### config.mk
export PLATFORM = sky130hd
export DESIGN_NAME = i2s_capture_rx
export DESIGN_NICKNAME = d
export VERILOG_FILES = /design/src/rtl/i2s_capture_rx.sv
export SDC_FILE = /design/constraint.sdc
export NUM_CORES = 1
export LEC_CHECK = 0
export CAP_MARGIN = 20
export CORE_UTILIZATION = 55
export CTS_BUF_LIST = sky130_fd_sc_hd__clkbuf_8
export CTS_CLUSTER_SIZE = 20
export DETAILED_ROUTE_END_ITERATION = 7
export GPL_ROUTABILITY_DRIVEN = 0
export PLACE_DENSITY = 0.86
export SKIP_LAST_GASP = 1
export SLEW_MARGIN = 20
export SYNTH_ARGS = -nofsm -noshare
export SYNTH_HDL_FRONTEND = slang
export SYNTH_SLANG_ARGS = --single-unit
### constraint.sdc
create_clock -name clk -period 16.6 [get_ports clk]
set_input_delay 1.66 -clock clk [delete_from_list [all_inputs] [get_ports clk]]
set_output_delay 1.66 -clock clk [all_outputs]
set_load 0.02 [all_outputs]
### src/rtl/i2s_capture_rx.sv
//------------------------------------------------------------------------------
// Module   : i2s_capture_rx
// Purpose  : I2S record-path receiver; oversampled deserializer + stereo FIFO.
// Revision : 1.0
//------------------------------------------------------------------------------
`timescale 1ns/1ps
`default_nettype none

module i2s_capture_rx #(
  parameter int SAMPLE_WIDTH = 24,
  parameter int FIFO_DEPTH   = 4
) (
  input  logic                               clk,
  input  logic                               rst,
  input  logic                               en,
  input  logic                               i2s_bclk,
  input  logic                               i2s_lrclk,
  input  logic                               i2s_sdat,
  output logic [2*SAMPLE_WIDTH-1:0]          m_data,
  output logic                               m_valid,
  input  logic                               m_ready,
  output logic [$clog2(FIFO_DEPTH+1)-1:0]    fifo_level,
  output logic                               overflow,
  output logic                               short_err,
  input  logic                               clr_flags
);

  localparam int IW = $clog2(SAMPLE_WIDTH + 2);
  localparam int PW = $clog2(FIFO_DEPTH);
  localparam int LW = $clog2(FIFO_DEPTH + 1);
  localparam int DW = 2 * SAMPLE_WIDTH;
  localparam logic [IW-1:0] c_sw_idx  = IW'(SAMPLE_WIDTH);
  localparam logic [IW-1:0] c_idx_max = IW'(SAMPLE_WIDTH + 1);
  localparam logic [LW-1:0] c_full    = LW'(FIFO_DEPTH);

  typedef enum logic [1:0] {
    SYNC_WAIT = 2'd0,
    LEFT      = 2'd1,
    RIGHT     = 2'd2,
    WAIT_L    = 2'd3
  } state_t;

  logic [2:0]              bclk_q;
  logic [1:0]              lr_sync_q;
  logic [1:0]              sd_sync_q;
  logic                    lr_prev_q;
  logic [IW-1:0]           bit_idx_q;
  logic [SAMPLE_WIDTH-2:0] shift_q;
  state_t                  state_q;
  logic [SAMPLE_WIDTH-1:0] left_q;
  logic                    push_q;
  logic [DW-1:0]           pair_q;
  logic [DW-1:0]           mem_q [FIFO_DEPTH];
  logic [PW-1:0]           wr_ptr_q;
  logic [PW-1:0]           rd_ptr_q;
  logic [LW-1:0]           level_q;

  logic                    w_rise;
  logic                    w_lr;
  logic                    w_sd;
  logic                    w_slot_start;
  logic [IW-1:0]           w_idx_next;
  logic                    w_word_done;
  logic                    w_short;
  logic [SAMPLE_WIDTH-1:0] w_word;
  logic                    w_full;
  logic                    w_pop;
  logic                    w_push_ok;
  logic [LW-1:0]           w_level_d;

  // bclk_q[1:0] synchronise, bclk_q[2] is the previous sample for edge detect
  always_ff @(posedge clk or posedge rst) begin
    if (rst) begin
      bclk_q    <= '0;
      lr_sync_q <= '0;
      sd_sync_q <= '0;
    end else begin
      bclk_q    <= {bclk_q[1:0], i2s_bclk};
      lr_sync_q <= {lr_sync_q[0], i2s_lrclk};
      sd_sync_q <= {sd_sync_q[0], i2s_sdat};
    end
  end

  assign w_rise       = bclk_q[1] & ~bclk_q[2];
  assign w_lr         = lr_sync_q[1];
  assign w_sd         = sd_sync_q[1];
  assign w_slot_start = w_rise & (w_lr != lr_prev_q);
  assign w_idx_next   = w_slot_start ? '0 :
                        (bit_idx_q == c_idx_max) ? c_idx_max : bit_idx_q + 1'b1;
  assign w_word_done  = w_rise & (w_idx_next == c_sw_idx);
  assign w_short      = bit_idx_q < c_sw_idx;
  assign w_word       = {shift_q, w_sd};

  always_ff @(posedge clk or posedge rst) begin
    if (rst) begin
      lr_prev_q <= 1'b0;
      bit_idx_q <= '0;
      shift_q   <= '0;
    end else if (w_rise) begin
      lr_prev_q <= w_lr;
      bit_idx_q <= w_idx_next;
      // The final bit is taken straight from w_sd, so only SAMPLE_WIDTH-1 are held
      if ((w_idx_next != '0) && (w_idx_next < c_sw_idx)) begin
        shift_q <= {shift_q[SAMPLE_WIDTH-3:0], w_sd};
      end
    end
  end

  always_ff @(posedge clk or posedge rst) begin
    if (rst) begin
      state_q   <= SYNC_WAIT;
      left_q    <= '0;
      push_q    <= 1'b0;
      pair_q    <= '0;
      short_err <= 1'b0;
    end else begin
      push_q <= 1'b0;
      if (clr_flags) begin
        short_err <= 1'b0;
      end
      if (!en) begin
        state_q <= SYNC_WAIT;
      end else begin
        case (state_q)
          SYNC_WAIT: if (w_slot_start && !w_lr) state_q <= LEFT;
          LEFT: begin
            if (w_word_done) begin
              left_q <= w_word;
            end else if (w_slot_start) begin
              if (w_short) begin
                short_err <= 1'b1;
                state_q   <= SYNC_WAIT;
              end else begin
                state_q <= RIGHT;
              end
            end
          end
          RIGHT: begin
            // Any LR edge seen here precedes the last right bit, so it is short
            if (w_word_done) begin
              push_q  <= 1'b1;
              pair_q  <= {left_q, w_word};
              state_q <= WAIT_L;
            end else if (w_slot_start) begin
              short_err <= 1'b1;
              state_q   <= LEFT;
            end
          end
          WAIT_L:    if (w_slot_start && !w_lr) state_q <= LEFT;
          default:   state_q <= SYNC_WAIT;
        endcase
      end
    end
  end

  assign w_full    = (level_q == c_full);
  assign m_valid   = (level_q != '0);
  assign w_pop     = m_valid & m_ready;
  assign w_push_ok = push_q & (~w_full | w_pop);
  assign w_level_d = level_q + LW'(w_push_ok) - LW'(w_pop);

  always_ff @(posedge clk or posedge rst) begin
    if (rst) begin
      for (int i = 0; i < FIFO_DEPTH; i++) begin
        mem_q[i] <= '0;
      end
      wr_ptr_q <= '0;
      rd_ptr_q <= '0;
      level_q  <= '0;
      overflow <= 1'b0;
    end else begin
      if (w_push_ok) begin
        mem_q[wr_ptr_q] <= pair_q;
        wr_ptr_q        <= wr_ptr_q + 1'b1;
      end
      if (w_pop) begin
        rd_ptr_q <= rd_ptr_q + 1'b1;
      end
      level_q <= w_level_d;
      if (clr_flags) begin
        overflow <= 1'b0;
      end
      if (push_q && w_full && !w_pop) begin
        overflow <= 1'b1;
      end
    end
  end

  assign m_data     = mem_q[rd_ptr_q];
  assign fifo_level = level_q;

endmodule

`default_nettype wire
==> run metrics, run 1 <==
run status=finished, final reports clean; die height=~160 µm; final WL=around 24000 µm; cts hold-fix bufs=0; Commonest cells post-synth=dfrtp_1, mux2_2, mux4_2; largest net degree at the start of global routing=161; Synth Flop Type=dfrtp_1; average size of a mapped cell=16.48 µm²; Port-buffer cells=61; cell count after synthesis=798; Netlist cell types=43; CP Capture Type=output pin; Cell Chain, Critical Path=buf_4, mux4_2, clkdlybuf4s50_1; synth warn=0; Synth top area share=0.5936; clk slew on worst S/H paths=0.06 ns; unrepaired setup endpoints after global routing=no; arrival time at the worst endpoint=2.79 ns; syn nets=between 800 and 900; first-pass GRT wire length=39500 µm; Row Count=56; DRT iter0 DRCs=247; Area Growth Syn to Fin=14.43%; drt drc=0; core area=approximately 23000 µm²; maximum buffer depth of the clock tree=3; Routed wire per std cell=between 15 and 20 µm; Die Area=between 20000 and 25000 µm²; #FFs+latches synth=approximately 310; pwr/cell area=between 100 and 150 nW/µm²; mapped cell area=around 13000 µm²; vias in the first global route=approximately 7500; final worst-path setup slack=approximately 12 ns; ratio of cells with drive above 1 in the final layout=0.4538; crit path max fanout=35; most common cell in the netlist=dfrtp_1; CTS root buffer=clkbuf_8; Slew Limit Fails=0; slowest CP cell=dfrtp_2; clock skew=between 0.015 and 0.02 ns; cts repair resizes=0; Starting Density=0.5603; clock sink count=312; routed vias/inst=around 5.6; Max-Cap Viols=0; slowest stage delay, CP=a little over 0.6 ns; Worst setup SP type=register; DRT antenna net count=0; CTS tree=done; f_max=approximately 0.22 GHz; H-Tree Level Count=2; Final setup viols=0; crit path buf inv count=2; ANT cells=0; I/O pins=62; drt pass-1 iters=5; # fillers=1657; via count=between 6000 and 7000; Max IR drop VDD=a little over 0.00008 V; DP HPWL=13190 µm; Worst slew margin=0.2568; clock latency at the later pin of the worst-skew pair=0.56 ns; EDFF count, synth=0; CP required=14.94 ns; number of CTS-inserted buffers=roughly 50; post-placement cell count=1142; Power Total=around 0.0017 W; fin crit share=0.2680; global route overflow=0; Post-Place Setup Slack=between 10 and 15 ns; Total GRT Usage=0.2069; worst slew pin tran=1.115 ns; Total Nets Final=a little under 900; final cell count without fillers=roughly 1200; Die Wd=about 160 µm; CP top delay family=buffers and inverters; Seq/Total Area, Yosys=0.5936; top cells by area, synth=dfrtp_1, mux2_2, mux4_2, mux2_4, mux2_1; setup bufs post-CTS=0; Leakage=between 7 and 8 nW; initial antenna violation count=0; Synth async-reset ratio=1.000; Synth area leader=dfrtp_1; Hold Vio Cnt, Final=0; minimum clock period=4.449 ns; total negative slack=0 ns; Crit Path Category=reg2out; Hold/Removal Path Class=reg2reg
==> state kept, by name, indices dropped and copies added (netlist names), 3 cells and up <==
signal	flops
mem_q	192
bclk_q	3
bit_idx_q	5
fifo_level	3
shift_q	23
left_q	24
pair_q	48
==> worst register-to-register path: cells and delay by family, from the launching register on <==
kind	cells	cell delay (ns)
muxes	1	0.45
DFF	1	0.54
adders and majority gates	1	0.40
AOI/OAI and AO/OA	4	1.55
==> metal layers <==
metal  routed length (µm)  share of wire  vias up  GRT usage
met1                10610           0.45     3706     0.2785
met2                11760           0.50      107     0.3431
met4                  412          0.018        0    0.06489
li1                     -              -     3077          -
met5                    0              0        -          0
met3                  756          0.032       33    0.03794
==> where the power goes <==
group          total [W]  internal (W)  switching [W]
combinational   0.000189     0.0000899      0.0000988
sequential      0.000829      0.000783      0.0000460
clock           0.000650      0.000365       0.000284
==> placed cells by master (no fill, tap or decap), drive strengths merged, types with 4 or more instances in the layout <==
cell type and instances:
nor2 4, ha 10, nand3 7, nand2 19, clkbuf 62, buf 9
dfrtp 312, mux2 288, inv 30, clkdlybuf4s50 61, o21ai 8, mux4 48
a21oi 6, xnor2 5
==> path summary, 6_finish.rpt <==
check,start,to,slack [ns],cells past startpoint
setup / recovery,rd_ptr_q[1],m_data[32],12.15,3
hold / removal,lr_sync_q[0],lr_sync_q[1],0.34,0
setup reg to reg,bit_idx_q[0],shift_q[21],13.53,6
hold reg to reg,lr_sync_q[0],lr_sync_q[1],0.34,0
max in group asynchronous,rst,mem_q[89],13.53,3
min in group asynchronous,rst,overflow,1.66,2
==> metrics by stage <==
step,cell area (µm²),hold slack (ns),utilization
6_report,15050,0.3432,0.6412
5_1_grt,15050,0.3517,0.6412
4_1_cts,15010,0.3487,0.6397
3_5_place_dp,14010,0.3347,0.5967
3_3_place_gp,14010,0.3326,0.5967
2_1_floorplan,13150,0.3312,-
==> cells by family (layout without fill, tap and decap cells) <==
logic type | count (synthesis) | after routing | share of synthesized area
DFF | 312 | 312 | 0.5936
xor gates and xnor gates | 8 | 8 | 0.005327
muxes | 337 | 337 | 0.3321
AOI/OAI and AO/OA | 25 | 25 | 0.01475
adders and majority gates | 11 | 11 | 0.01104
buffers and inverters | 57 | 169 | 0.02264
and+or+nand+nor | 48 | 48 | 0.02055
==> final cells by class <==
cell class	instances	area [µm²]	area share
inverter	13	61.31	0.004073
clock buffer	62	853.3	0.05670
clock inverter	24	155.1	0.01031
multi-input combinational	429	5067	0.3367
timing repair buffer	70	701.9	0.04664
tap	319	399.1	0.02652
sequential	312	7812	0.5191
No activity file was read; power rests on OpenSTA's default activity.
==> inputs of run 2 (changes only) <==
==> constraint.sdc (replaced) <==
create_clock -name clk -period 4.61 [get_ports clk]
set_input_delay 0.461 -clock clk [delete_from_list [all_inputs] [get_ports clk]]
set_output_delay 0.461 -clock clk [all_outputs]
set_load 0.02 [all_outputs]
==> run 2 against run 1 <==
Net effect:
- register-to-register slack got worse by 12 ns
- sequential power grew to 3.6 times the previous value
- design area grew 0.54%
- cell count up 0.33%
- core utilization rose by 0.35 points
- worst hold slack got worse by 0.010 ns
- die area unchanged
- highest routed layer unchanged
==> run metrics, run 2 (synthesized netlist as in run 1, its figures left out) <==
maximum buffer depth of the clock tree=3 (unchanged); f_max=between 0.2 and 0.3 GHz; Max-Cap Viols=0 (unchanged); Hold/Removal Path Class=in2reg (was reg2reg); ANT cells=0 (unchanged); fin crit share=0.7334; Area Growth Syn to Fin=15.05% (was 14.43%); core area=23470 µm² (unchanged); vias in the first global route=7499 (was 7533); Post-Place Setup Slack=1.289 ns (was 12.35 ns); Starting Density=0.5603 (unchanged); die height=156.6 µm (unchanged); cts repair resizes=0 (unchanged); crit path max fanout=26 (was 35); Worst setup SP type=register (unchanged); via count=6906 (was 6923); Storage cell area=7812 µm² (unchanged); CP Capture Type=output pin (unchanged); clock sink count=312 (unchanged); CTS tree=done (unchanged); routed vias/inst=5.601 (was 5.633); biggest regs=mem_q (192), pair_q (48), left_q (24) (unchanged); max reg flops=192 (unchanged); DP HPWL=13860 µm (was 13190 µm); ratio of cells with drive above 1 in the final layout=0.4628 (was 0.4538); Power Total=0.006104 W (was 0.001668 W); Crit Path Category=reg2out (unchanged); Worst slew margin=0.3052 (was 0.2568); Total GRT Usage=0.2110 (was 0.2069); Slew Limit Fails=0 (unchanged); Port-buffer cells=61 (unchanged); Hold Vio Cnt, Final=0 (unchanged); Total Nets Final=895 (was 894); Routed wire per std cell=19.14 µm (was 19.15 µm); first-pass GRT wire length=40150 µm (was 39500 µm); clock skew=0.01521 ns (was 0.01707 ns); I/O pins=62 (unchanged); worst slew pin tran=1.042 ns (was 1.115 ns); post-placement cell count=1144 (was 1142); commonest non-fill, non-tap cells in the layout=dfrtp_1, mux2_2, clkbuf_8 (unchanged); Final setup viols=0 (unchanged); run status=finished, final reports clean (unchanged); minimum clock period=roughly 3.4 ns; final core occ=0.6447 (was 0.6412); global route overflow=0 (unchanged); clk slew on worst S/H paths=0.06 ns (about the same); Top reg by flops=mem_q (unchanged); drt pass-1 iters=4 (was 5); setup bufs post-CTS=0 (unchanged); arrival time at the worst endpoint=2.92 ns (was 2.79 ns); Max IR drop VDD=0.0002328 V (was 0.00008047 V); H-Tree Level Count=2 (unchanged); final cell count without fillers=1233 (was 1229); pwr/cell area=403.4 nW/µm² (was 110.8 nW/µm²); Die Area=24540 µm² (unchanged); Die Wd=156.6 µm (unchanged); CTS root buffer=clkbuf_8 (unchanged); DRT iter0 DRCs=430 (was 247); number of CTS-inserted buffers=48 (was 49); Leakage=7.477 nW (was 7.461 nW); final worst-path setup slack=1.229 ns (was 12.15 ns); Row Count=56 (unchanged); total negative slack=0 ns (unchanged); commonest non-fill, non-tap cell in the layout=dfrtp_1 (unchanged); # fillers=1631 (was 1657); initial antenna violation count=0 (unchanged); unrepaired setup endpoints after global routing=no (unchanged); cts hold-fix bufs=0 (unchanged); CP required=4.15 ns (was 14.94 ns); final WL=23600 µm (was 23540 µm); largest net degree at the start of global routing=100 (was 161); clock latency at the later pin of the worst-skew pair=0.57 ns (was 0.56 ns); DRT antenna net count=0 (unchanged); drt drc=0 (unchanged); multi-input logic area=5067 µm² (unchanged)
==> run 2: cell count changes in the layout (fill, tap and decap cells not counted), sizes merged <==
cell,before,now
clkinv,2,6
clkinvlp,3,2
inv,30,27
buf,9,11
clkbuf,62,64
==> run 2: report_power, final <==
group	internal [W]	switching [W]	total [W]
Sequential	0.00282	0.000188	0.00301
Combinational	0.000330	0.000336	0.000666
Clock	0.00136	0.00107	0.00243
==> run 2: cell type report <==
cell class | count | area share
Clock inverter | 24 | 0.01116
Multi-Input combinational cell | 429 | 0.3349
Tap cell | 319 | 0.02638
Sequential cell | 312 | 0.5163
Inverter | 13 | 0.003473
Clock buffer | 64 | 0.05821
Timing Repair Buffer | 72 | 0.04961
==> run 2: critical path, stage by stage (launching register included) <==
cell,delay (ns)
dfrtp_2,0.85
buf_4,0.51
mux4_2,0.42
clkdlybuf4s50_1,0.57
==> run 2: worst paths after layout <==
| kind | start | cells past startpoint | end | slack [ns] |
|---|---|---|---|---|
| setup reg to reg | bit_idx_q[0] | 6 | shift_q[3] | 1.58 |
| min in group asynchronous | rst | 2 | mem_q[174] | 0.41 |
| hold reg to reg | lr_sync_q[0] | 0 | lr_sync_q[1] | 0.35 |
| max in group asynchronous | rst | 3 | mem_q[17] | 3.25 |
| setup / recovery | rd_ptr_q[1] | 3 | m_data[39] | 1.23 |
| hold / removal | i2s_lrclk | 1 | lr_sync_q[0] | 0.33 |
==> run 2: metal layers <==
layer / vias to the layer above / share of wire / track usage
met3: 45 / 0.032 / 0.03351
met4: 0 / 0.022 / 0.07236
li1: 3073 / - / -
met1: 3674 / 0.46 / 0.2974
met5: - / 0 / 0
met2: 114 / 0.49 / 0.3361
==> run 2: metrics by stage <==
stage / hold WS, ns / area, µm²
5_1_grt: 0.3031 / 15130
3_3_place_gp: 0.3319 / 14050
3_5_place_dp: 0.3355 / 14050
2_1_floorplan: 0.3312 / 13160
6_report: 0.3329 / 15130
4_1_cts: 0.3008 / 15100
==> inputs of run 3 (changes only) <==
--- a/config.mk
+++ b/config.mk
@@ -11,7 +11,7 @@
 export CTS_CLUSTER_SIZE = 20
 export DETAILED_ROUTE_END_ITERATION = 7
 export GPL_ROUTABILITY_DRIVEN = 0
-export PLACE_DENSITY = 0.86
+export PLACE_DENSITY = 0.89
 export SKIP_LAST_GASP = 1
 export SLEW_MARGIN = 20
 export SYNTH_ARGS = -nofsm -noshare
==> constraint.sdc (replaced) <==
create_clock -name clk -period 2.93 [get_ports clk]
set_input_delay 0.293 -clock clk [delete_from_list [all_inputs] [get_ports clk]]
set_output_delay 0.293 -clock clk [all_outputs]
set_load 0.02 [all_outputs]
==> run 3 against run 2 <==
Net effect:
- setup slack got worse by 1.1 ns
- critical endpoint is now pair_q[28]
- worst hold slack got worse by 0.15 ns
- via count rose by 3.2%
- global-route usage rose by 1.2 points
- register-to-register slack got worse by 1.4 ns
- design area rose by 1.5%
- routed wire length rose by 6.4%
- sequential share of layout area fell by 0.77 points
==> run metrics, run 3 (synthesized netlist as in run 1, its figures left out) <==
run status=finished, final reports clean (unchanged); CTS tree=done (unchanged); Top reg by flops=mem_q (unchanged); ratio of cells with drive above 1 in the final layout=0.4688 (was 0.4628); Hold WS=0.1866 ns (was 0.3329 ns); drt pass-1 iters=4 (unchanged); die height=156.6 µm (unchanged); CP Launch Point=bit_idx_q[0] (was rd_ptr_q[1]); slowest CP cell=dfrtp_1 (was dfrtp_2); Final setup viols=0 (unchanged); RR Startpoint=bit_idx_q[0] (unchanged); Routed wire per std cell=20.13 µm (was 19.14 µm); pwr/cell area=633.2 nW/µm² (was 403.4 nW/µm²); clk slew on worst S/H paths=0.07 ns (was 0.06 ns); drt drc=0 (unchanged); hold_sp=i2s_bclk (was i2s_lrclk); worst slew pin tran=0.6979 ns (was 1.042 ns); Crit Path Category=reg2reg (was reg2out); Die Wd=156.6 µm (unchanged); arrival time at the worst endpoint=3.21 ns (was 2.92 ns); final cell count without fillers=1247 (was 1233); Die Area=24540 µm² (unchanged); Slew Limit Fails=0 (unchanged); first-pass GRT wire length=42070 µm (was 40150 µm); final core occ=0.6545 (was 0.6447); vias in the first global route=8004 (was 7499); routed vias/inst=5.714 (was 5.601); number of CTS-inserted buffers=49 (was 48); Cell Chain, Critical Path=ha_1, nand2_2, a2111oi_4, a211oi_4, nor4_4, buf_12, mux2_2 (was buf_4, mux4_2, clkdlybuf4s50_1); Row Count=56 (unchanged); max reg flops=192 (unchanged); fin crit share=0.9424; Area Growth Syn to Fin=16.80% (was 15.05%); Max IR drop VDD=0.0003678 V (was 0.0002328 V); Worst Reg-to-Reg Cells=7 (was 6); CP Capture Type=register (was output pin); CP top delay family=flip-flops (was buffers and inverters); maximum buffer depth of the clock tree=3 (unchanged); H-Tree Level Count=2 (unchanged); clock sink count=312 (unchanged); Hold/Removal Path Class=in2reg (unchanged); global route overflow=0 (unchanged); WHS Endpoint=bclk_q[0] (was lr_sync_q[0]); Total GRT Usage=0.2232 (was 0.2110); final WL=25100 µm (was 23600 µm); DRT antenna net count=0 (unchanged); via count=7125 (was 6906); initial antenna violation count=0 (unchanged); largest net degree at the start of global routing=79 (was 100); Total Nets Final=911 (was 895); Worst setup SP type=register (unchanged); Port-buffer cells=61 (unchanged); crit path max fanout=49 (was 26); commonest non-fill, non-tap cell in the layout=dfrtp_1 (unchanged); crit path buf inv count=1 (was 2); final worst-path setup slack=0.1687 ns (was 1.229 ns); CTS root buffer=clkbuf_8 (unchanged); clock skew=0.02135 ns (was 0.01521 ns); clock latency at the later pin of the worst-skew pair=0.56 ns (was 0.57 ns); biggest regs=mem_q (192), pair_q (48), left_q (24) (unchanged); DP HPWL=14820 µm (was 13860 µm); Hold Vio Cnt, Final=0 (unchanged); Starting Density=0.5603 (unchanged); ANT cells=0 (unchanged); core area=23470 µm² (unchanged); commonest non-fill, non-tap cells in the layout=dfrtp_1, mux2_2, clkbuf_8 (unchanged); minimum clock period=2.761 ns; Worst R2R End=pair_q[28] (was shift_q[3]); unrepaired setup endpoints after global routing=no (unchanged); slowest stage delay, CP=0.52 ns (was 0.85 ns); Post-Place Setup Slack=0.2030 ns (was 1.289 ns); reg2reg setup slack=0.17 ns (was 1.58 ns); Worst slew margin=0.5338 (was 0.3052); DRT iter0 DRCs=333 (was 430); I/O pins=62 (unchanged); Hold Crit Depth=1 (unchanged); Leakage=7.581 nW (was 7.477 nW); f_max=between 0.3 and 0.4 GHz; CP required=3.38 ns (was 4.15 ns); post-placement cell count=1157 (was 1144); Max-Cap Viols=0 (unchanged)
run 3: cell types whose count changed in the layout (fill, tap and decap cells not counted), moves of 3 or more:
cell and change:
buf_12 +11, buf_4 +5, clkinv_2 -4, clkbuf_8 +3, inv_6 -3
run 3: layout make-up:
cell class | instances | area [µm²]
fill | 1593 | 8110
inverter | 13 | 52.55
clock inverter | 20 | 137.6
clock buffer | 67 | 922.1
sequential | 312 | 7812
timing repair buffer | 87 | 980.9
multi-input combinational | 429 | 5057
tap | 319 | 399.1
run 3: worst max-delay path by stage:
stage | end | slack (ns) | cells past startpoint
floorplan | bclk_q[0] | -1.52 | 1
global placement | pair_q[27] | 0.31 | 7
detailed placement | pair_q[11] | 0.20 | 7
CTS | m_data[33] | 0.16 | 3
global route | pair_q[32] | 0.03 | 7
finish | pair_q[28] | 0.17 | 7
run 3: per-stage QoR:
step | TNS [ns] | total power [W] | area [µm²]
floorplan | -473.59 | 0.005508 | 13160
global placement | 0 | 0.005877 | 14270
detailed placement | 0 | 0.005911 | 14270
CTS | 0 | 0.009865 | 15360
global route | 0 | 0.01016 | 15360
finish | 0 | 0.009727 | 15360
run 3: routing by layer:
layer  up-vias  wire [µm]  global-route usage
li1       3121          -                   -
met1      3816      10650              0.2812
met2       140      12970              0.3912
met3        48        926             0.03822
met4         0        555             0.07563
met5         -          0                   0
run 3: power breakdown:
part | total [W] | leakage, nW | switching [W] | internal, W
Sequential | 0.00460 | 4.31 | 0.000165 | 0.00444
Combinational | 0.00128 | 2.68 | 0.000680 | 0.000595
Clock | 0.00385 | 0.593 | 0.00165 | 0.00220
Total | 0.00973 | 7.58 | 0.00249 | 0.00723
run 3: what timing repair did:
action / CTS / global route
endpoints found under the hold margin: 0 / 0
buffers inserted: 3 / 0
gates resized for setup: 0 / 0
endpoints found under the setup margin: 32 / 0
hold buffers: 0 / 0
